[src/rtl/sram_pdp_pkg.sv]
// Shared types and defaults for the sram_pdp arbiter slice.
// The optional collision forwarding path is enabled by SRAM_ARB_FWD_EN.
package sram_pdp_pkg;
    localparam int NREQ      = 2;
    localparam int DEPTH_DEF = 1024;
    localparam int WIDTH_DEF = 16;

    typedef logic req_id_t;

    function automatic logic [NREQ-1:0] id2oh(req_id_t id);
        return NREQ'(1) << id;
    endfunction
endpackage

[src/rtl/sram_pdp_arb_rr.sv]
// Two-way round-robin arbiter with its own pointer. sup[i] withholds the grant
// from candidate i without moving the pointer, so the same winner retries next cycle.
module rr_arb2
    import sram_pdp_pkg::*;
(
    input  logic            clk,
    input  logic            rst,
    input  logic [NREQ-1:0] req,
    input  logic [NREQ-1:0] sup,
    output logic [NREQ-1:0] gnt
);
    req_id_t         ptr;
    logic [NREQ-1:0] cand;

    always_comb begin
        cand = req;
        if (&req) cand = id2oh(ptr);
        gnt = rst ? '0 : (cand & ~sup);
    end

    // After a grant to 0 the pointer favours 1, and vice versa.
    always_ff @(posedge clk) begin
        if (rst)       ptr <= 1'b0;
        else if (|gnt) ptr <= gnt[0];
    end
endmodule

[src/rtl/sram_pdp_arb.sv]
// Two-client arbiter in front of sram_pdp: independent RR write and read ports.
// SRAM_ARB_FWD_EN: forward same-address write data to a concurrent read instead of stalling it.
module sram_pdp_arb
    import sram_pdp_pkg::*;
#(
    parameter  int depth = DEPTH_DEF,
    parameter  int width = WIDTH_DEF,
    localparam int aw    = $clog2(depth)
) (
    input  logic                 clk,
    input  logic                 rst,
    input  logic [NREQ-1:0]      wr_req,
    input  logic [NREQ*aw-1:0]   wr_addr,
    input  logic [NREQ*width-1:0] wr_data,
    output logic [NREQ-1:0]      wr_gnt,
    input  logic [NREQ-1:0]      rd_req,
    input  logic [NREQ*aw-1:0]   rd_addr,
    output logic [NREQ-1:0]      rd_gnt,
    output logic [NREQ-1:0]      rd_valid,
    output logic [width-1:0]     rd_data,
    output logic                 cs,
    output logic                 we_A,
    output logic [aw-1:0]        add_A,
    output logic [width-1:0]     data_inA,
    output logic                 re_B,
    output logic [aw-1:0]        add_B,
    input  logic [width-1:0]     data_outB
);
    logic [NREQ-1:0][aw-1:0]    wa, ra;
    logic [NREQ-1:0][width-1:0] wd;
    logic [NREQ-1:0]            rd_sup;
    logic                       pend_v;
    req_id_t                    pend_id;

    assign wa = wr_addr;
    assign wd = wr_data;
    assign ra = rd_addr;

    rr_arb2 u_wr_arb (.clk(clk), .rst(rst), .req(wr_req), .sup('0),    .gnt(wr_gnt));
    rr_arb2 u_rd_arb (.clk(clk), .rst(rst), .req(rd_req), .sup(rd_sup), .gnt(rd_gnt));

    always_comb begin
        we_A     = |wr_gnt;
        add_A    = '0;
        data_inA = '0;
        for (int i = 0; i < NREQ; i++)
            if (wr_gnt[i]) begin
                add_A    = wa[i];
                data_inA = wd[i];
            end
    end

`ifdef SRAM_ARB_FWD_EN
    assign rd_sup = '0;
`else
    // A read candidate aimed at the word being written waits one cycle so the
    // SRAM itself returns the fresh data.
    always_comb begin
        rd_sup = '0;
        for (int i = 0; i < NREQ; i++)
            rd_sup[i] = we_A && (ra[i] == add_A);
    end
`endif

    always_comb begin
        re_B  = |rd_gnt;
        add_B = '0;
        for (int i = 0; i < NREQ; i++)
            if (rd_gnt[i]) add_B = ra[i];
    end

    assign cs = we_A | re_B;

    always_ff @(posedge clk) begin
        if (rst) begin
            pend_v  <= 1'b0;
            pend_id <= 1'b0;
        end else begin
            pend_v  <= re_B;
            if (re_B) pend_id <= rd_gnt[1];
        end
    end

    // A pending read is dropped when reset arrives in its return cycle.
    assign rd_valid = (pend_v && !rst) ? id2oh(pend_id) : '0;

`ifdef SRAM_ARB_FWD_EN
    logic             fwd_v;
    logic [width-1:0] fwd_data;

    always_ff @(posedge clk) begin
        if (rst) begin
            fwd_v    <= 1'b0;
            fwd_data <= '0;
        end else begin
            fwd_v <= we_A && re_B && (add_A == add_B);
            if (we_A && re_B && (add_A == add_B)) fwd_data <= data_inA;
        end
    end

    assign rd_data = (|rd_valid) ? (fwd_v ? fwd_data : data_outB) : '0;
`else
    assign rd_data = (|rd_valid) ? data_outB : '0;
`endif
endmodule
[config.mk]
export PLATFORM = sky130hd
export DESIGN_NAME = sram_pdp_arb
export DESIGN_NICKNAME = d
export VERILOG_FILES = /design/src/rtl/sram_pdp_pkg.sv /design/src/rtl/sram_pdp_arb_rr.sv /design/src/rtl/sram_pdp_arb.sv
export SDC_FILE = /design/constraint.sdc
export NUM_CORES = 1
export LEC_CHECK = 0
export CORE_MARGIN = 5
export CORE_UTILIZATION = 23
export CTS_CLUSTER_SIZE = 25
export DETAILED_ROUTE_END_ITERATION = 8
export PLACE_DENSITY = 0.85
export REMOVE_ABC_BUFFERS = 1
export SLEW_MARGIN = 20
export SYNTH_ARGS = -nofsm -noshare
export SYNTH_HDL_FRONTEND = slang
export SYNTH_SLANG_ARGS = --single-unit
[constraint.sdc]
create_clock -name clk -period 3.4 [get_ports clk]
set_input_delay 0.68 -clock clk [delete_from_list [all_inputs] [get_ports clk]]
set_output_delay 0.68 -clock clk [all_outputs]
set_load 0.01 [all_outputs]
# Yosys cells after proc, flatten, opt, wreduce, memory -nomap -nowiden

Index checks and enable logic that the tools add are counted.

Multiplexer cells: 12
Order comparisons: 0
Multipliers: 0
Divide/modulo/power cells: 0
Bitwise operators: 3
Equality and inequality tests: 2
Reductions and logical operators: 9
$add $sub $neg: 0
Shift-type cells: 3

Operators by type and width:

| cell                | number |
|---|---|
| $mux 16             | 3 |
| $mux 10             | 4 |
| $eq 10x10->1        | 2 |
| $mux 2              | 5 |
| $reduce_or 2->1     | 3 |
| $shl 1x1->2 const A | 3 |
| $reduce_and 2->1    | 2 |
| $logic_and 1x1->1   | 3 |
| $and 2x2->2         | 1 |
| $not 2->2           | 1 |
| $logic_not 1->1     | 1 |
| $or 1x1->1          | 1 |

Output and inout port bits: 61
Bits in writable memories: 0
Input bits: 94
Bits in registers: 4
Bits in read-only memories: 0
Logic and storage cells: 33
Memories kept: 0
Bits in latches: 0

# Logic depth before layout (Yosys ltp)

Depth in word-level cells: 12
Depth in mapped cells: 10
Mapped depth without buffers: 7

# Cells and area by module

Synthesis repeated with hierarchy kept, for this count alone.

Cells, all modules: 165
Area total of the unflattened synthesis: 1234.9 um^2

By module, submodules not included:

| module       | seq. area each (um^2) | cells each | area each (um^2) | times used |
|---|---|---|---|---|
| sram_pdp_arb | 40.0                  | 149        | 1079.8           | 1 |
| rr_arb2      | 20.0                  | 8          | 77.6             | 2 |

# Least setup slack after synthesis

Ideal clock, no wire load.

Kind: input to output
Start: in wr_req[0]
End: out cs
Setup slack: 0.058 ns
Path buffers: 2
Required time: 2.720 ns
Stages: 9
Data arrival time: 2.662 ns
Cell sequence: a21boi_2 buf_6 a32oi_2 xor2_1 o2111ai_1 or4_1 and3_1 buf_6 or3_1

Word-level cells in the longest chain between the ends: 12
Elaborated cells between the ends (all ways): 15
Classes of those cells: eq/ne (2); mux (5); bitwise (3); reduce/logical (5)

Ends and longest elaborated chain:

| what                  | RTL line              | RTL |
|---|---|---|
| start, declared       | sram_pdp_arb.sv:12    | `input logic [NREQ-1:0] wr_req,` |
| $reduce_and 2->1      | sram_pdp_arb_rr.sv:17 | `if (&req) cand = id2oh(ptr);` |
| $mux 2 *              | sram_pdp_arb_rr.sv:17 |  |
| $mux 2 *              | sram_pdp_arb_rr.sv:18 | `gnt = rst ? '0 : (cand & ~sup);` |
| $mux 10 (2 in series) | sram_pdp_arb.sv:47    | `if (wr_gnt[i]) begin` |
| $eq 10x10->1          | sram_pdp_arb.sv:61    | `rd_sup[i] = we_A && (ra[i] == add_A);` |
| $logic_and 1x1->1     | sram_pdp_arb.sv:61    |  |
| $not 2->2             | sram_pdp_arb_rr.sv:18 |  |
| $and 2x2->2           | sram_pdp_arb_rr.sv:18 |  |
| $mux 2                | sram_pdp_arb_rr.sv:18 |  |
| $reduce_or 2->1       | sram_pdp_arb.sv:66    | `re_B = \|rd_gnt;` |
| $or 1x1->1 *          | sram_pdp_arb.sv:72    | `assign cs = we_A \| re_B;` |
| end, declared         | sram_pdp_arb.sv:21    | `output logic cs,` |

Mark *: on every way between the ends. The rest lies on a longest branch, timed or not.

# Worst setup path in the final report

Start: in wr_req[0]
End: out add_B[2]

Word-level cells in the longest chain between the ends: 12
Elaborated cells between the ends (all ways): 15
Classes of those cells: eq/ne (2); mux (7); bitwise (2); reduce/logical (4)

Ends and longest elaborated chain:

| what                  | RTL line              | RTL |
|---|---|---|
| $reduce_and 2->1      | sram_pdp_arb_rr.sv:17 |  |
| $mux 2 *              | sram_pdp_arb_rr.sv:17 |  |
| $mux 2 *              | sram_pdp_arb_rr.sv:18 |  |
| $mux 10 (2 in series) | sram_pdp_arb.sv:47    |  |
| $eq 10x10->1          | sram_pdp_arb.sv:61    |  |
| $logic_and 1x1->1     | sram_pdp_arb.sv:61    |  |
| $not 2->2 *           | sram_pdp_arb_rr.sv:18 |  |
| $and 2x2->2 *         | sram_pdp_arb_rr.sv:18 |  |
| $mux 2 *              | sram_pdp_arb_rr.sv:18 |  |
| $mux 10               | sram_pdp_arb.sv:69    | `if (rd_gnt[i]) add_B = ra[i];` |
| $mux 10 *             | sram_pdp_arb.sv:69    |  |
| end, declared         | sram_pdp_arb.sv:26    | `output logic [aw-1:0] add_B,` |

Marks and branches as above.

==> flow_summary_export.csv <==
group,metric,value,unit
layout,flow.area_growth_from_synthesis,185.8,%
sta,timing.final.crit_period,3.577,ns
clock_tree,path_clk_slew,0.03,ns
sta,max_freq,279.6,MHz
drt,routedWlPerCell,17.37,um
global_route,grt.met2_usage,39.57,%
sta,final-hold-violation-count,0,
sta,max_slew_margin,77.63,%
status,outcome,"finished, violations left",
layout,antenna_cells_inserted,0,
synth,synth.distinct_cells,32,
worst_setup_path,critPathMaxFanout,6,
global_route,most_heavily_used_metal_layer_in_global_routing,"met2",
global_route,globalRouteMet1Util,18.94,%
sta,share_of_the_clock_period_used_by_the_worst_path_after_layout,105.2,%
global_route,first_global_vias,2165,
status,failed_checks,"negative setup slack",
layout,finalNonFillerCells,403,
place,io_buffers,154,
synth,number_of_enable_type_register_cells_in_the_synthesized_netlist,0,
sta,slew_viol_final,0,
drt,route.final.wire_length,6.999,mm
clock_tree,clk-insertion-delay-late,0.22,ns
pwr,cellLeakagePower,1.423,nW
floorplanning,row_count,25,
drt,detail_route.iter0.violations,35,
clock_tree,cts.htree.levels,1,
pwr,power.density,178.2,nW/um2
pwr,ir_worst_vdd,0.1534,mV
global_route,grt_start_max_net_pins,19,
worst_setup_path,timing.critical_path.buf_inv,5,
layout,drive_gt1_share,29.17,%
place,cell_count_after_placement,389,
drt,drt_drc_violations_left,0,
floorplanning,boundaryPins,155,
sta,report.final.setup_viol,12,
synth,number_of_cells_produced_by_synthesis,149,
floorplanning,die_width,80.75,um
clock_tree,clock_path_buffers,2,
drt,dr.pass1.iters,4,
synth,synth_flop_cell,"sky130_fd_sc_hd__dfxtp_1",
worst_hold_path,timing.hold.worst.class,"reg2reg",
worst_setup_path,timing.critical_path.arrival,2.90,ns
floorplanning,die_height,80.75,um
global_route,grt_remaining_overflow,0,
synth,synth_sequential_area_ratio,6.957,%
worst_setup_path,required,2.72,ns
drt,via_count_of_the_routed_design,1947,
floorplanning,die-area,6520,um2
global_route,groute.usage.overall,19.97,%
worst_setup_path,crit_path_cell_trace,"buf_6 > buf_6 > nand2b_4 > buf_4 > a32oi_2 > or3_1 > nand3_1 > or4_4 > and3_4 > buf_12 > a22o_1 > buf_2",
place,finalWeightedCongestion,0.8256,
place,pre_cts_slack,-1.088,ns
sta,grt_setup_unrepaired,"yes",
sta,setup_ws,-0.1771,ns
place,dpl.hpwl,5.270,mm
layout,layout.filler_cells,344,
floorplanning,initial_util,24.05,%
clock_tree,cts_tree,"yes",
global_route,grt_util_met3,6.430,%
worst_setup_path,worstSetupPathType,"in2out",
sta,tightest_slew,0.3325,ns
worst_setup_path,delay_of_the_slowest_cell_on_the_worst_path,0.51,ns
sta,fin_skew,0.001785,ns
worst_setup_path,path_common_cell,"sky130_fd_sc_hd__buf_6",
synth,ys_warn_count,0,
worst_setup_path,critical_path.top_delay_family,"simple AND/OR/NAND/NOR gates",
layout,finalNetCount,432,
sta,whs,0.4802,ns
worst_setup_path,crit_path_top_delay_cell,"sky130_fd_sc_hd__or4_4",
synth,syn_area_per_cell,7.726,um2
clock_tree,cell_at_the_root_of_the_clock_tree,"sky130_fd_sc_hd__clkbuf_8",
flow_run,max-cap-violations,0,
clock_tree,hold_buffers,0,
floorplanning,core_region_area,4786,um2
drt,via_per_inst,4.831,
synth,synthArstFlopShare,0,%
drt,route.antenna.remaining_nets,0,
clock_tree,numClockSinks,4,
global_route,grt_antenna_before_repair,0,
worst_setup_path,endpoint_kind,"output port",
clock_tree,cts-buffers-inserted,3,
worst_setup_path,critPathLaunchType,"input pin",
global_route,grt_pass1_wl,10.20,mm
synth,synth_seq_cells,4,
synth,synthesis.area,1151,um2
## state kept, by name (all words and copies together), names as in the netlist
| signal | cells |
|---|---|
| pend_id | 1 |
| pend_v | 1 |
| u_rd_arb.ptr | 1 |
| u_wr_arb.ptr | 1 |
## cells in the final DEF, fill, tap and decap left out, types with 3 or more instances in the layout
cell type,n
sky130_fd_sc_hd__clkdlybuf4s50_1,121
sky130_fd_sc_hd__buf_4,32
sky130_fd_sc_hd__a22o_1,26
sky130_fd_sc_hd__and2_1,19
sky130_fd_sc_hd__buf_2,14
sky130_fd_sc_hd__nor2b_4,11
sky130_fd_sc_hd__inv_1,9
sky130_fd_sc_hd__xnor2_1,9
sky130_fd_sc_hd__dlygate4sd2_1,9
sky130_fd_sc_hd__a32oi_4,6
sky130_fd_sc_hd__buf_6,6
sky130_fd_sc_hd__xor2_1,5
sky130_fd_sc_hd__buf_12,5
sky130_fd_sc_hd__nand3_1,4
sky130_fd_sc_hd__nor2_1,4
sky130_fd_sc_hd__dfxtp_1,4
sky130_fd_sc_hd__xor2_2,3
sky130_fd_sc_hd__or3_1,3
sky130_fd_sc_hd__nand2_1,3
sky130_fd_sc_hd__clkbuf_8,3
sky130_fd_sc_hd__clkbuf_2,3
sky130_fd_sc_hd__dlymetal6s2s_1,3
## synthesized netlist by cell type, types with 2 or more instances
cell                       count  area, um2
sky130_fd_sc_hd__a22o_1       26      227.7
sky130_fd_sc_hd__and2_1       19      118.9
sky130_fd_sc_hd__nor2b_1      13      81.33
sky130_fd_sc_hd__inv_1         9      33.78
sky130_fd_sc_hd__xnor2_1       9      78.83
sky130_fd_sc_hd__xor2_1        8      70.07
sky130_fd_sc_hd__a32oi_2       7      113.9
sky130_fd_sc_hd__clkbuf_1      7      26.28
sky130_fd_sc_hd__a21oi_1       4      20.02
sky130_fd_sc_hd__buf_6         4      45.04
sky130_fd_sc_hd__dfxtp_1       4      80.08
sky130_fd_sc_hd__nand3_1       4      20.02
sky130_fd_sc_hd__nor2_1        4      15.01
sky130_fd_sc_hd__and2b_1       3      22.52
sky130_fd_sc_hd__and3_1        3      18.77
sky130_fd_sc_hd__nand2_1       3      11.26
sky130_fd_sc_hd__or3_1         3      18.77
sky130_fd_sc_hd__a32oi_1       2      17.52
sky130_fd_sc_hd__nor4_1        2      12.51
sky130_fd_sc_hd__o21ai_0       2      10.01
sky130_fd_sc_hd__or2_1         2      12.51
## power by group
part | switching [mW] | internal, mW
logic | 0.165 | 0.265
registers | 0.00328 | 0.0514
clock network | 0.0258 | 0.0756
## layer usage
layer / vias up / part of all wire, %
li1: 918 / -
met1: 884 / 34
met2: 129 / 50
met3: 16 / 13
met4: 0 / 2.4
met5: - / 0
## per-stage QoR
| stage | cell area [um2] | util (%) | TNS, ns | power (mW) |
|---|---|---|---|---|
| 2_1_floorplan | 1067 | - | -0.4615 | 0.1777 |
| 3_3_place_gp | 2983 | 62.33 | -14.19 | 0.4376 |
| 3_5_place_dp | 2983 | 62.33 | -15.56 | 0.4438 |
| 4_1_cts | 3208 | 67.03 | -1.779 | 0.5719 |
| 5_1_grt | 3289 | 68.73 | -2.752 | 0.6171 |
| 6_report | 3289 | 68.73 | -1.849 | 0.5863 |
## logic make-up after synthesis
family	count (synthesis)	synth area share [%]
AND/OR/NAND/NOR	60	32.06
flip-flops	4	6.957
XOR/XNOR	17	12.94
buffers and inverters	22	10.22
AO/OA/AOI/OAI	46	37.83
## final timing paths
check | cells after the start | start | to | slack, ns
worst max register to register | 9 | u_wr_arb.ptr | pend_v | 0.93
worst max-delay path | 12 | wr_req[0] | add_B[2] | -0.18
worst min-delay path | 2 | pend_id | pend_id | 0.48
worst min register to register | 2 | pend_id | pend_id | 0.48
## final cells by class
cell class                      count  area (um2)  area share (%)
Tap cell                           67       83.83           2.549
Multi-Input combinational cell    124        1182           35.95
Inverter                            9       33.78           1.027
Clock buffer                        3       41.29           1.255
Sequential cell                     4       80.08           2.434
Timing Repair Buffer              196        1868           56.79
## tightest hold or removal path: cells and delay by family, from the launching register on
family / cells / cell delay [ns]
compound gates: 1 / 0.06
simple gates: 1 / 0.06
flops: 1 / 0.31
## repair_timing
| item | 4_1_cts | 5_1_grt |
|---|---|---|
| endpoints found under the setup margin | 30 | 14 |
| cloned | 3 | 0 |
| resized for setup | 118 | 27 |
| setup buffers | 6 | 3 |
| pin swaps | 32 | 18 |
Power figures use the tool's default switching activity.
